<file path="config.mk">
export PLATFORM = sky130hd
export DESIGN_NAME = div_unit
export DESIGN_NICKNAME = d
export VERILOG_FILES = /design/src/rtl/div_unit.sv
export SDC_FILE = /design/constraint.sdc
export NUM_CORES = 1
export LEC_CHECK = 0
export CELL_PAD_IN_SITES_DETAIL_PLACEMENT = 2
export CELL_PAD_IN_SITES_GLOBAL_PLACEMENT = 2
export CORE_UTILIZATION = 31
export DETAILED_ROUTE_END_ITERATION = 16
export PLACE_DENSITY_LB_ADDON = 0.1
export RECOVER_POWER = 100
export SETUP_SLACK_MARGIN = 0.2
export SLEW_MARGIN = 40
export SYNTH_ARGS = -nofsm -noshare
export SYNTH_HDL_FRONTEND = slang
export SYNTH_SLANG_ARGS = --single-unit
</file>
<file path="constraint.sdc">
create_clock -name clk -period 5.1 [get_ports clk]
set_input_delay 1.02 -clock clk [delete_from_list [all_inputs] [get_ports clk]]
set_output_delay 1.02 -clock clk [all_outputs]
set_load 0.1 [all_outputs]
</file>
<file path="src/rtl/div_unit.sv">
// Iterative radix-2 restoring divider for RV64M DIV/DIVU/REM/REMU and their W variants.
// Divide-by-zero and signed overflow finish in one cycle; everything else iterates W times.
//
// state | meaning
// ------+------------------------------------------------------------
// IDLE  | waiting for a request, o_ready high
// CALC  | one quotient bit per cycle, counter runs W..1
// DONE  | o_result valid and held until i_ack (or i_flush)
module div_unit (
    input  logic        clk,
    input  logic        rst,
    input  logic        i_valid,
    output logic        o_ready,
    input  logic [1:0]  i_op,
    input  logic        i_is_32,
    input  logic [63:0] i_a,
    input  logic [63:0] i_b,
    input  logic        i_flush,
    output logic        o_valid,
    input  logic        i_ack,
    output logic [63:0] o_result
);

    typedef enum logic [1:0] {
        S_IDLE = 2'd0,
        S_CALC = 2'd1,
        S_DONE = 2'd2
    } state_t;

    state_t      state, state_nx;
    logic [6:0]  cnt;
    logic [63:0] rem_q, quo_q, div_q;
    logic        neg_q, neg_r, is_rem_q, is_32_q;

    logic        op_signed, op_rem, accept, special;
    logic [63:0] a_ext, b_ext, abs_a, abs_b, min_neg, special_sel, special_val;
    logic        sign_a, sign_b, div_zero, ovf;

    logic [64:0] rem_sh;
    logic        ge;
    logic [63:0] rem_nx, quo_nx, q_fix, r_fix, fix_sel, fix_val;

    // operand preparation and special-case detection at accept
    always_comb begin
        op_signed = ~i_op[0];
        op_rem    = i_op[1];
        if (i_is_32) begin
            a_ext = op_signed ? {{32{i_a[31]}}, i_a[31:0]} : {32'd0, i_a[31:0]};
            b_ext = op_signed ? {{32{i_b[31]}}, i_b[31:0]} : {32'd0, i_b[31:0]};
        end else begin
            a_ext = i_a;
            b_ext = i_b;
        end
        sign_a   = op_signed & a_ext[63];
        sign_b   = op_signed & b_ext[63];
        abs_a    = sign_a ? (~a_ext + 64'd1) : a_ext;
        abs_b    = sign_b ? (~b_ext + 64'd1) : b_ext;
        min_neg  = i_is_32 ? 64'hFFFF_FFFF_8000_0000 : 64'h8000_0000_0000_0000;
        div_zero = (b_ext == 64'd0);
        ovf      = op_signed & (a_ext == min_neg) & (b_ext == {64{1'b1}});
        special  = div_zero | ovf;
        if (div_zero)
            special_sel = op_rem ? a_ext : {64{1'b1}};
        else
            special_sel = op_rem ? 64'd0 : a_ext;
        special_val = i_is_32 ? {{32{special_sel[31]}}, special_sel[31:0]} : special_sel;
        accept      = i_valid & o_ready & ~i_flush;
    end

    // one restoring step plus the sign/width fixup of its result
    always_comb begin
        rem_sh  = {rem_q, quo_q[63]};
        ge      = (rem_sh >= {1'b0, div_q});
        rem_nx  = ge ? (rem_sh[63:0] - div_q) : rem_sh[63:0];
        quo_nx  = {quo_q[62:0], ge};
        q_fix   = neg_q ? (~quo_nx + 64'd1) : quo_nx;
        r_fix   = neg_r ? (~rem_nx + 64'd1) : rem_nx;
        fix_sel = is_rem_q ? r_fix : q_fix;
        fix_val = is_32_q ? {{32{fix_sel[31]}}, fix_sel[31:0]} : fix_sel;
    end

    always_ff @(posedge clk) begin
        if (rst)
            state <= S_IDLE;
        else
            state <= state_nx;
    end

    always_comb begin
        state_nx = state;
        case (state)
            S_IDLE: begin
                if (accept)
                    state_nx = special ? S_DONE : S_CALC;
            end
            S_CALC: begin
                if (i_flush)
                    state_nx = S_IDLE;
                else if (cnt == 7'd1)
                    state_nx = S_DONE;
            end
            S_DONE: begin
                if (i_flush || i_ack)
                    state_nx = S_IDLE;
            end
            default: state_nx = S_IDLE;
        endcase
    end

    always_comb begin
        o_ready = (state == S_IDLE);
        o_valid = (state == S_DONE);
    end

    always_ff @(posedge clk) begin
        if (rst) begin
            cnt      <= 7'd0;
            rem_q    <= 64'd0;
            quo_q    <= 64'd0;
            div_q    <= 64'd0;
            neg_q    <= 1'b0;
            neg_r    <= 1'b0;
            is_rem_q <= 1'b0;
            is_32_q  <= 1'b0;
            o_result <= 64'd0;
        end else begin
            case (state)
                S_IDLE: begin
                    if (accept) begin
                        is_rem_q <= op_rem;
                        is_32_q  <= i_is_32;
                        neg_q    <= sign_a ^ sign_b;
                        neg_r    <= sign_a;
                        rem_q    <= 64'd0;
                        div_q    <= abs_b;
                        // W-bit dividend sits at the top so W shifts consume it
                        quo_q    <= i_is_32 ? {abs_a[31:0], 32'd0} : abs_a;
                        cnt      <= i_is_32 ? 7'd32 : 7'd64;
                        if (special)
                            o_result <= special_val;
                    end
                end
                S_CALC: begin
                    rem_q <= rem_nx;
                    quo_q <= quo_nx;
                    cnt   <= cnt - 7'd1;
                    if (cnt == 7'd1)
                        o_result <= fix_val;
                end
                default: ;
            endcase
        end
    end

endmodule
</file>
==> reports/results.ini <==
[floorplanning]
io_pins = 202
start_util = 0.313
die_width_um = 284
num_rows = 103
fp.dieH_um = 284
core_region_area_um2 = 78900
die-area_um2 = 80800

[cts]
htreeDepth = 2
cts_tree = built
clk_latency_ns = 0.61
cts_buffer_depth = 3
clk_pin_slew_ns = 0.06
cts_hold_buf = 0
cts_made_buffers = 39
cts_root_buf = clkbuf_16
cts.sinks = 269

[grt]
grt_use_total = 0.365
grt_pass1_wl_mm = 224
grt_max_degree = 135
grt_pass1_vias = 33300
grt_antenna_before_repair = 8
grt_remaining_overflow = 0

[finish]
final_common_cell = buf_4
nFillCells = 9182
syn_to_final_growth_pct = 40.0
layout_common_cells = buf_4, nand2_1, nor2_1
layout-drive-gt1-share = 0.238
final_util = 0.438
nets = 4464

[worst_setup_path]
slowest_stage = or4_4
start_kind = register
crit_type = register to register
cp.required_ns = 5.66
crit_family = simple AND/OR/NAND/NOR gates
crit_buf_inv = 9
path_cells = inv_1, buf_12, ha_4, buf_4, buf_4, nand4_1, nor4b_2, buf_4, and3_1, a211oi_2, o21ai_4, buf_6, buf_8, buf_12, and4_1, a21oi_1, o21bai_2, or4_4, o41ai_4, xor2_1, buf_4, a2111oi_4, a211o_1
crit_top_cell = buf_4
cpPeakStageDelay_ns = 0.58
critPathMaxFanout = 13
worstPathArrival_ns = 5.58
cp-end-kind = register

[drt]
vias = 32300
initialDrtViolationCount = 2563
ant_nets = 0
wl_mm = 156
wire_per_inst_um = 29.2
dr.pass1.iters = 5
viasPerCell = 6.05
drc = 0

[synth]
synth_top_area_cell = dfxtp_1
synth_edf_count = 0
seq_area_frac_synth = 0.218
synth_nets = 3818
synth_flop_cell = dfxtp_1
syn-instance-count = 3610
synth.avg_cell_area_um2 = 6.84
syn-cell-area_um2 = 24700
synth.area.top_cells = dfxtp_1, nand2_1, nor2_1
yosys_warnings = 0
async_flop_share = 0
synth_top_area_frac = 0.218
yosysUniqueCellTypes = 108
ys_ff_latch = 269

[sta]
max_freq_mhz = 199
fin_ws_ns = 0.0744
fin_crit_ns = 5.03
hold_ws_ns = 0.458
rsz0062_at_grt = true
max_slew_margin = -0.725
worstMarginPinSlew_ns = 2.59
period_share = 0.985
final_max_slew_viol_count = 177
finalSetupViolations = 0
hold_viol = 0
finClkSkew_ns = 0.0580

[placement]
hpwl_mm = 122
gp_congestion = 0.936
post-place-ws_ns = -0.237
port_buffers = 201

[outcome]
status = finished, violations left
violations = max-capacitance violations, max-slew violations

[flow_run]
cap_violations = 3

[hold_path]
hold_class = register to register

-- cells by family after synthesis --
kind of cell | after synthesis | share of synthesized area
adders and majority gates | 82 | 0.0408
DFF | 269 | 0.218
xor gates and xnor gates | 273 | 0.0968
and+or+nand+nor | 1432 | 0.268
AOI/OAI and AO/OA | 1112 | 0.291
buffers and inverters | 383 | 0.0611
muxes | 59 | 0.0244
-- path summary, 6_finish.rpt --
| kind | startpoint | end | slack, ns | cells after the start |
|---|---|---|---|---|
| worst max-delay path | div_q[40]$_SDFFE_PP0P_ | o_result[54]$_SDFFE_PP0P_ | 0.07 | 23 |
| worst min-delay path | o_result[38]$_SDFFE_PP0P_ | o_result[38]$_SDFFE_PP0P_ | 0.46 | 2 |
| worst max register to register | div_q[40]$_SDFFE_PP0P_ | o_result[54]$_SDFFE_PP0P_ | 0.07 | 23 |
| worst min register to register | o_result[38]$_SDFFE_PP0P_ | o_result[38]$_SDFFE_PP0P_ | 0.46 | 2 |
-- final cells by class --
cell class	count	area, um^2	area share
clock buffer	49	1050	0.0305
timing repair buffer	877	6900	0.200
antenna	2	5.00	0.000145
multi-input combinational	2958	19200	0.555
tap	1050	1310	0.0380
sequential	269	5410	0.157
clock inverter	21	269	0.00778
inverter	111	422	0.0122
-- through the flow --
stage | TNS, ns | instance area [um^2] | std cells
after floorplan | 0 | 25000 | 3610
after global placement | -0.262 | 32200 | 5222
after detailed placement | -4.18 | 31800 | 5222
after CTS | 0 | 33600 | 5304
after global routing | 0 | 34600 | 5335
final | 0 | 34600 | 5337
-- repair_timing --
action / 4_1_cts / 5_1_grt
pin swaps: 18 / 78
setup endpoints to repair: 33 / 47
resized for setup: 59 / 183
buffers inserted: 12 / 31
-- Yosys cell counts (63+ instances only) --
library cell  number
o21ai_0          225
a31oi_1          101
clkbuf_1         201
nor2_1           453
ha_1              71
a21oi_1          314
nand3_1           91
a211oi_1          63
nor3_1            98
xor2_1           126
nand2_1          485
dfxtp_1          269
xnor2_1          147
inv_1            109
-- registers in the layout, indices dropped and copies added, names as in the netlist --
signal / cells
is_32_q: 1
o_result: 64
state: 2
neg_r: 1
rem_q: 64
is_rem_q: 1
quo_q: 64
cnt: 7
div_q: 64
neg_q: 1
-- layer usage --
layer / track usage / routed length, um / vias to the layer above
met3: 0.0397 / 10400 / 204
met1: 0.516 / 69900 / 16600
met4: 0.0927 / 4530 / 0
li1: - / - / 14400
met5: 0 / 0 / -
met2: 0.586 / 71000 / 1129
-- worst register-to-register path: cells and delay by family (launching register included) --
family | cells | cell delay [ns]
AND/OR/NAND/NOR | 5 | 1.59
AO/OA/AOI/OAI | 7 | 1.39
buffers and inverters | 9 | 1.31
flip-flops | 1 | 0.33
adder cells (fa/ha/maj) | 1 | 0.30
XOR/XNOR | 1 | 0.11
Power is left out: the tool's default activity adds up to more than one toggle a clock period on the data nets, which glitch-free logic cannot reach.
